--- src/rtl/fpu_shift_pkg.sv ---
// Shared types for the alignment shifter: shift mode encoding and the
// guard/round/sticky bundle that comes back from a logical right shift.
package fpu_shift_pkg;

  typedef enum logic [1:0] {
    MODE_LSR = 2'b00,
    MODE_LSL = 2'b01,
    MODE_ASR = 2'b10,
    MODE_ROR = 2'b11
  } shift_mode_e;

  typedef struct packed {
    logic guard;
    logic round;
    logic sticky;
  } grs_t;

endpackage

--- src/rtl/shift_stage.sv ---
// One slice of the log shifter: applies levels [LVL_LO, LVL_HI) to an
// extended {data, guard, round} word plus sticky, then optionally registers it.
module shift_stage
  import fpu_shift_pkg::*;
#(
  parameter int WIDTH  = 23,
  parameter int TAG_W  = 4,
  parameter int AIN_W  = 8,
  parameter int LVL    = 5,
  parameter int LVL_LO = 0,
  parameter int LVL_HI = 5,
  parameter bit FIRST  = 1'b0,
  parameter bit REG    = 1'b1
) (
  input  logic              clk,
  input  logic              rst,
  input  logic              en_i,
  input  logic              valid_i,
  input  logic [WIDTH+1:0]  ext_i,
  input  logic              sticky_i,
  input  logic [AIN_W-1:0]  amt_i,
  input  shift_mode_e       mode_i,
  input  logic [TAG_W-1:0]  tag_i,
  output logic              valid_o,
  output logic [WIDTH+1:0]  ext_o,
  output logic              sticky_o,
  output logic [LVL-1:0]    amt_o,
  output shift_mode_e       mode_o,
  output logic [TAG_W-1:0]  tag_o
);

  localparam int EW = WIDTH + 2;

  logic [EW-1:0]    preExt;
  logic             preStk;
  logic [LVL-1:0]   preEff;
  logic [EW-1:0]    ext_d;
  logic             sticky_d;
  logic [WIDTH-1:0] fld;

  if (FIRST) begin : g_pre
    // Large amounts are settled here so the later levels only ever see
    // amounts that fit the level range without overflowing the word.
    logic [31:0] amtWide;
    always_comb begin
      amtWide = 32'(amt_i);
      preExt  = ext_i;
      preStk  = sticky_i;
      preEff  = LVL'(amtWide);
      case (mode_i)
        MODE_LSR: if (amtWide >= 32'(EW)) begin
          preExt = '0;
          preStk = |ext_i;
          preEff = '0;
        end
        MODE_LSL: if (amtWide >= 32'(WIDTH)) begin
          preExt = '0;
          preEff = '0;
        end
        MODE_ASR: if (amtWide >= 32'(WIDTH - 1)) begin
          preExt = {{WIDTH{ext_i[EW-1]}}, 2'b00};
          preEff = '0;
        end
        MODE_ROR: preEff = LVL'(amtWide % 32'(WIDTH));
        default: preEff = LVL'(amtWide);
      endcase
    end
  end else begin : g_pass
    assign preExt = ext_i;
    assign preStk = sticky_i;
    assign preEff = LVL'(amt_i);
  end

  always_comb begin
    ext_d    = preExt;
    sticky_d = preStk;
    fld      = '0;
    for (int k = LVL_LO; k < LVL_HI; k++) begin
      if (preEff[k]) begin
        fld = ext_d[EW-1:2];
        case (mode_i)
          MODE_LSR: begin
            sticky_d = sticky_d | (|(ext_d & ((EW'(1) << (1 << k)) - EW'(1))));
            ext_d    = ext_d >> (1 << k);
          end
          MODE_LSL: ext_d = {fld << (1 << k), 2'b00};
          MODE_ASR: ext_d = {WIDTH'($signed(fld) >>> (1 << k)), 2'b00};
          MODE_ROR: ext_d = {(fld >> ((1 << k) % WIDTH)) |
                             (fld << (WIDTH - ((1 << k) % WIDTH))), 2'b00};
          default: ext_d = preExt;
        endcase
      end
    end
  end

  if (REG) begin : g_reg
    logic             valid_q;
    logic [EW-1:0]    ext_q;
    logic             sticky_q;
    logic [LVL-1:0]   amt_q;
    shift_mode_e      mode_q;
    logic [TAG_W-1:0] tag_q;

    // The whole pipe advances together on en_i, so a stall freezes every slice.
    always_ff @(posedge clk) begin
      if (rst) begin
        valid_q  <= 1'b0;
        ext_q    <= '0;
        sticky_q <= 1'b0;
        amt_q    <= '0;
        mode_q   <= MODE_LSR;
        tag_q    <= '0;
      end else if (en_i) begin
        valid_q  <= valid_i;
        ext_q    <= ext_d;
        sticky_q <= sticky_d;
        amt_q    <= preEff;
        mode_q   <= mode_i;
        tag_q    <= tag_i;
      end
    end

    assign valid_o  = valid_q;
    assign ext_o    = ext_q;
    assign sticky_o = sticky_q;
    assign amt_o    = amt_q;
    assign mode_o   = mode_q;
    assign tag_o    = tag_q;
  end else begin : g_comb
    assign valid_o  = valid_i;
    assign ext_o    = ext_d;
    assign sticky_o = sticky_d;
    assign amt_o    = preEff;
    assign mode_o   = mode_i;
    assign tag_o    = tag_i;
  end

endmodule

--- src/rtl/align_shifter_pipe.sv ---
// Pipelined mantissa alignment shifter (LSR with GRS, LSL, ASR, ROR) whose
// log levels are spread over STAGES registered slices with a global stall.
module align_shifter_pipe
  import fpu_shift_pkg::*;
#(
  parameter int WIDTH   = 23,
  parameter int SHAMT_W = 8,
  parameter int STAGES  = 2,
  parameter int TAG_W   = 4
) (
  input  logic               clk,
  input  logic               rst,
  input  logic               in_valid,
  output logic               in_ready,
  input  logic [WIDTH-1:0]   data_in,
  input  logic [SHAMT_W-1:0] shift_amount,
  input  logic [1:0]         mode,
  input  logic [TAG_W-1:0]   tag_in,
  output logic               out_valid,
  input  logic               out_ready,
  output logic [WIDTH-1:0]   data_out,
  output logic [2:0]         grs,
  output logic [TAG_W-1:0]   tag_out
);

  localparam int LVL = $clog2(WIDTH + 2);

  logic             stVld  [0:STAGES];
  logic [WIDTH+1:0] stExt  [0:STAGES];
  logic             stStk  [0:STAGES];
  logic [LVL-1:0]   stAmt  [1:STAGES];
  shift_mode_e      stMode [0:STAGES];
  logic [TAG_W-1:0] stTag  [0:STAGES];
  grs_t             grsOut;

  assign in_ready  = !out_valid || out_ready;

  assign stVld[0]  = in_valid;
  assign stExt[0]  = {data_in, 2'b00};
  assign stStk[0]  = 1'b0;
  assign stMode[0] = shift_mode_e'(mode);
  assign stTag[0]  = tag_in;

  // Slice s owns levels [s*LVL/STAGES, (s+1)*LVL/STAGES); slice 0 also saturates.
  for (genvar s = 0; s < STAGES; s++) begin : g_stage
    localparam int LO = (s * LVL) / STAGES;
    localparam int HI = ((s + 1) * LVL) / STAGES;
    if (s == 0) begin : g_first
      shift_stage #(
        .WIDTH(WIDTH), .TAG_W(TAG_W), .AIN_W(SHAMT_W), .LVL(LVL),
        .LVL_LO(LO), .LVL_HI(HI), .FIRST(1'b1), .REG(1'b1)
      ) u_stage (
        .clk(clk), .rst(rst), .en_i(in_ready),
        .valid_i(stVld[s]), .ext_i(stExt[s]), .sticky_i(stStk[s]),
        .amt_i(shift_amount), .mode_i(stMode[s]), .tag_i(stTag[s]),
        .valid_o(stVld[s+1]), .ext_o(stExt[s+1]), .sticky_o(stStk[s+1]),
        .amt_o(stAmt[s+1]), .mode_o(stMode[s+1]), .tag_o(stTag[s+1])
      );
    end else begin : g_rest
      shift_stage #(
        .WIDTH(WIDTH), .TAG_W(TAG_W), .AIN_W(LVL), .LVL(LVL),
        .LVL_LO(LO), .LVL_HI(HI), .FIRST(1'b0), .REG(1'b1)
      ) u_stage (
        .clk(clk), .rst(rst), .en_i(in_ready),
        .valid_i(stVld[s]), .ext_i(stExt[s]), .sticky_i(stStk[s]),
        .amt_i(stAmt[s]), .mode_i(stMode[s]), .tag_i(stTag[s]),
        .valid_o(stVld[s+1]), .ext_o(stExt[s+1]), .sticky_o(stStk[s+1]),
        .amt_o(stAmt[s+1]), .mode_o(stMode[s+1]), .tag_o(stTag[s+1])
      );
    end
  end

  assign grsOut    = '{guard: stExt[STAGES][1], round: stExt[STAGES][0],
                       sticky: stStk[STAGES]};
  assign out_valid = stVld[STAGES];
  assign data_out  = stExt[STAGES][WIDTH+1:2];
  assign grs       = grsOut;
  assign tag_out   = stTag[STAGES];

endmodule

--- config.mk ---
export PLATFORM = sky130hd
export DESIGN_NAME = align_shifter_pipe
export DESIGN_NICKNAME = d
export VERILOG_FILES = /design/src/rtl/fpu_shift_pkg.sv /design/src/rtl/shift_stage.sv /design/src/rtl/align_shifter_pipe.sv
export SDC_FILE = /design/constraint.sdc
export NUM_CORES = 1
export LEC_CHECK = 0
export CORE_MARGIN = 4
export CORE_UTILIZATION = 55
export DETAILED_ROUTE_END_ITERATION = 12
export MAX_ROUTING_LAYER = met4
export PLACE_DENSITY = 0.76
export SYNTH_ARGS = -nofsm -noshare
export SYNTH_HDL_FRONTEND = slang
export SYNTH_SLANG_ARGS = --single-unit
export TNS_END_PERCENT = 10
--- constraint.sdc ---
create_clock -name clk -period 12.9 [get_ports clk]
set_clock_uncertainty 0.2 [all_clocks]
set_input_delay 3.87 -clock clk [delete_from_list [all_inputs] [get_ports clk]]
set_output_delay 3.87 -clock clk [all_outputs]
set_load 0.02 [all_outputs]
==> flow_summary.json <==
{
  "status": "completed",
  "viasPerCell": 6.97,
  "synth_fp_nets": 974,
  "area_delta_synth_final_pct": 15.7,
  "synth-edff-count": 0,
  "setup_viol": 0,
  "antenna_found_initial": 0,
  "htreeDepth": 3,
  "grt_pass1_vias": 6832,
  "cap_violations": 0,
  "clockPowerShare": 0.300,
  "timing.fmax_mhz": 93.7,
  "dr.pass1.iters": 8,
  "worstSetupStartpointType": "input port",
  "start_util": 0.560,
  "final_core_util": 0.648,
  "fin_area_sq_um": 7370,
  "cts_sinks": 67,
  "internal-power_uw": 558,
  "antenna_cells": 0,
  "overflow": 0,
  "grt_max_degree": 85,
  "post_cts_buffers": 0,
  "min_path_type": "flop to flop",
  "clock_latency_ns": 0.34,
  "seqPwrFrac": 0.283,
  "p_switching_uw": 350,
  "whs_path_depth": 2,
  "path_max_fanout": 17,
  "drc": 0,
  "ctsHoldBuffers": 0,
  "yosys_register_bits": 67,
  "syn_area_sq_um": 6370,
  "leakagePower_nw": 2.65,
  "worstSetupPathType": "input port to flop",
  "worstPathRequired_ns": 12.88,
  "pin_count": 73,
  "gp_congestion": 1.00,
  "cts.repair.resized": 0,
  "nets": 989,
  "finalHoldViolCount": 0,
  "clk_pin_slew_worst_paths_ns": 0.05,
  "syn_inst": 930,
  "final_antenna_net_count": 0,
  "path_cells": "clkdlybuf4s50_1 -> nand3_2 -> nand2b_1 -> ha_1 -> nand2b_1 -> a32o_1 -> a211oi_2 -> ha_1 -> nor2b_1 -> o211ai_1 -> a311o_1 -> a21oi_1 -> nor2_1 -> xnor2_1 -> ha_1 -> a21o_1 -> o211ai_4 -> a21oi_1 -> nor4_4 -> nand2_1 -> a2111oi_0 -> nor4_2",
  "track_usage": 0.339,
  "drt-total-wl_mm": 22.4,
  "hp-start": "g_stage[1].g_rest.u_stage.ext_o[13]",
  "most-common-layout-cells": "134 x nand2_1, 95 x nor2_1, 84 x a21oi_1, 76 x o21ai_0, 71 x clkdlybuf4s50_1",
  "total_power_uw": 907,
  "final_common_cell": "nand2_1",
  "avgSynthCellArea_sq_um": 6.85,
  "tightest_slew_ns": 1.22,
  "clock-root-buffer": "clkbuf_16",
  "final_layout_size_suffix_gt1_frac": 0.0737,
  "min_to": "g_stage[1].g_rest.u_stage.ext_o[13]",
  "switching_share": 0.385,
  "r2r_slack_ns": 8.45,
  "maxSlewHeadroom": 0.164,
  "clockBufferDepth": 2,
  "dieArea_sq_um": 13400,
  "port_buffers": 72,
  "cp_slowest_cell": "clkdlybuf4s50_1",
  "tritoncts": "yes",
  "min_period_ns": 10.67,
  "post_drt_wl_per_cell_um": 20.5,
  "synth_seq_area_share": 0.211,
  "grt_setup_unrepaired": "false",
  "vias": 7622,
  "cpPeakStageDelay_ns": 0.89,
  "ys.flop_type": "dfxtp_1",
  "vdd_drop_max_mv": 0.133,
  "crit_path_end_kind": "flop",
  "cp.arrival_ns": 10.66,
  "die_h_um": 116,
  "worstRegToRegCells": 10,
  "core_area_sq_um": 11400,
  "drt_iter0_markers": 1344,
  "ys_warn_count": 0,
  "comb_power_share": 0.417,
  "async_reset_ff_frac": 0,
  "r2r_start": "g_stage[0].g_first.u_stage.mode_o[1]",
  "die_x_um": 116,
  "fin_crit_sh": 0.827,
  "postPlaceCellArea_sq_um": 7030,
  "worstReg2RegEnd": "g_stage[1].g_rest.u_stage.sticky_o",
  "slew_viol_final": 0,
  "finalSetupTns_ns": 0,
  "synth.distinct_cells": 90,
  "fp-row-count": 39,
  "cts_buffers": 9,
  "grt_pass1_wl_mm": 35.4,
  "critPathMostFrequentCell": "ha_1",
  "p_per_area_nw_per_um2": 123,
  "dpl.hpwl_mm": 16.1
}
[through the flow]
step / std cells / worst slack, ns / hold slack (ns)
2_1_floorplan: 930 / 3.97 / 0.232
3_3_place_gp: 1077 / 2.33 / 0.238
3_5_place_dp: 1077 / 2.07 / 0.244
4_1_cts: 1093 / 2.37 / 0.251
5_1_grt: 1093 / 1.79 / 0.279
6_report: 1093 / 2.23 / 0.251
[power by group through the flow]
stage | logic (mW) | clock network, mW | registers (mW)
after floorplan | 0.245 | 0 | 0.267
after global placement | 0.362 | 0 | 0.259
after detailed placement | 0.366 | 0 | 0.260
after CTS | 0.369 | 0.273 | 0.256
after global routing | 0.406 | 0.282 | 0.259
final | 0.378 | 0.272 | 0.257
[cells by family after synthesis]
| kind of cell | Yosys count | synth area share |
|---|---|---|
| muxes | 32 | 0.0542 |
| adders and majority gates | 3 | 0.00589 |
| buffers and inverters | 100 | 0.0662 |
| DFF | 67 | 0.211 |
| and+or+nand+nor | 357 | 0.262 |
| AOI/OAI and AO/OA | 363 | 0.390 |
| xor gates and xnor gates | 8 | 0.0110 |
[routing by layer]
layer	wire length [um]	GRT usage	vias to the layer above
met4	1050	0.166	0
li1	-	-	3513
met5	0	-	-
met1	8940	0.424	3528
met2	10500	0.538	487
met3	1980	0.0460	94
[worst max-delay path: cells and delay by family]
kind,cells,cell delay (ns)
buffers and inverters,1,0.89
adders and majority gates,3,0.83
and+or+nand+nor,8,2.27
xor gates and xnor gates,1,0.16
AOI/OAI and AO/OA,9,2.66
[flip-flops by register name, summed over array words and instances (netlist names)]
name and flops:
g_stage.g_first.u_stage.ext_o 25, g_stage.g_first.u_stage.mode_o 2, g_stage.g_rest.u_stage.sticky_o 1, g_stage.g_first.u_stage.amt_o 3, g_stage.g_first.u_stage.valid_o 1, g_stage.g_rest.u_stage.ext_o 25
g_stage.g_rest.u_stage.valid_o 1, g_stage.g_first.u_stage.tag_o 4, g_stage.g_rest.u_stage.tag_o 4, g_stage.g_first.u_stage.sticky_o 1
[cells in the mapped netlist (all sizes together), types with 4 or more instances]
library cell,instances,area (sq um)
nor3,20,100
mux2,7,82.6
nand2b,8,57.6
xnor2,7,61.3
mux2i,24,240
a21o,6,45.0
o221ai,8,70.1
nand3,31,160
a2bb2oi,4,35.0
nor4,11,96.3
and3,5,31.3
a211oi,24,190
buf,23,133
a31oi,17,106
a31o,5,52.6
or3,4,25.0
o2111ai,4,35.0
nor2,97,367
o21ai,83,415
nand4,7,43.8
and2,10,62.6
dfxtp,67,1340
o31ai,8,60.1
o22ai,18,113
a221oi,14,129
nand2,136,521
a21oi,84,420
nor2b,14,87.6
o211ai,28,224
a2111oi,6,60.1
o21a,6,45.0
a22oi,7,80.1
a311oi,9,91.3
clkbuf,60,225
inv,16,60.1
[how the worst max path moves through the flow]
stage | from | to | slack [ns] | cells after the start
4_1_cts | shift_amount[4] | g_stage[0].g_first.u_stage.ext_o[20] | 2.37 | 22
3_3_place_gp | shift_amount[4] | g_stage[0].g_first.u_stage.ext_o[20] | 2.33 | 22
3_5_place_dp | shift_amount[4] | g_stage[0].g_first.u_stage.ext_o[20] | 2.07 | 22
6_report | shift_amount[4] | g_stage[0].g_first.u_stage.ext_o[20] | 2.23 | 22
5_1_grt | shift_amount[4] | g_stage[0].g_first.u_stage.ext_o[22] | 1.79 | 24
2_1_floorplan | shift_amount[5] | g_stage[0].g_first.u_stage.ext_o[23] | 3.97 | 22
[layout make-up]
cell class,count,area (sq um)
inverters,17,63.8
multi-input cells,763,4620
clock buffers,11,253
flip-flops and latches,67,1340
repair buffers,87,828
fillers,1025,4000
clock inverters,5,85.1
well taps,143,179
Power figures use the tool's default switching activity.
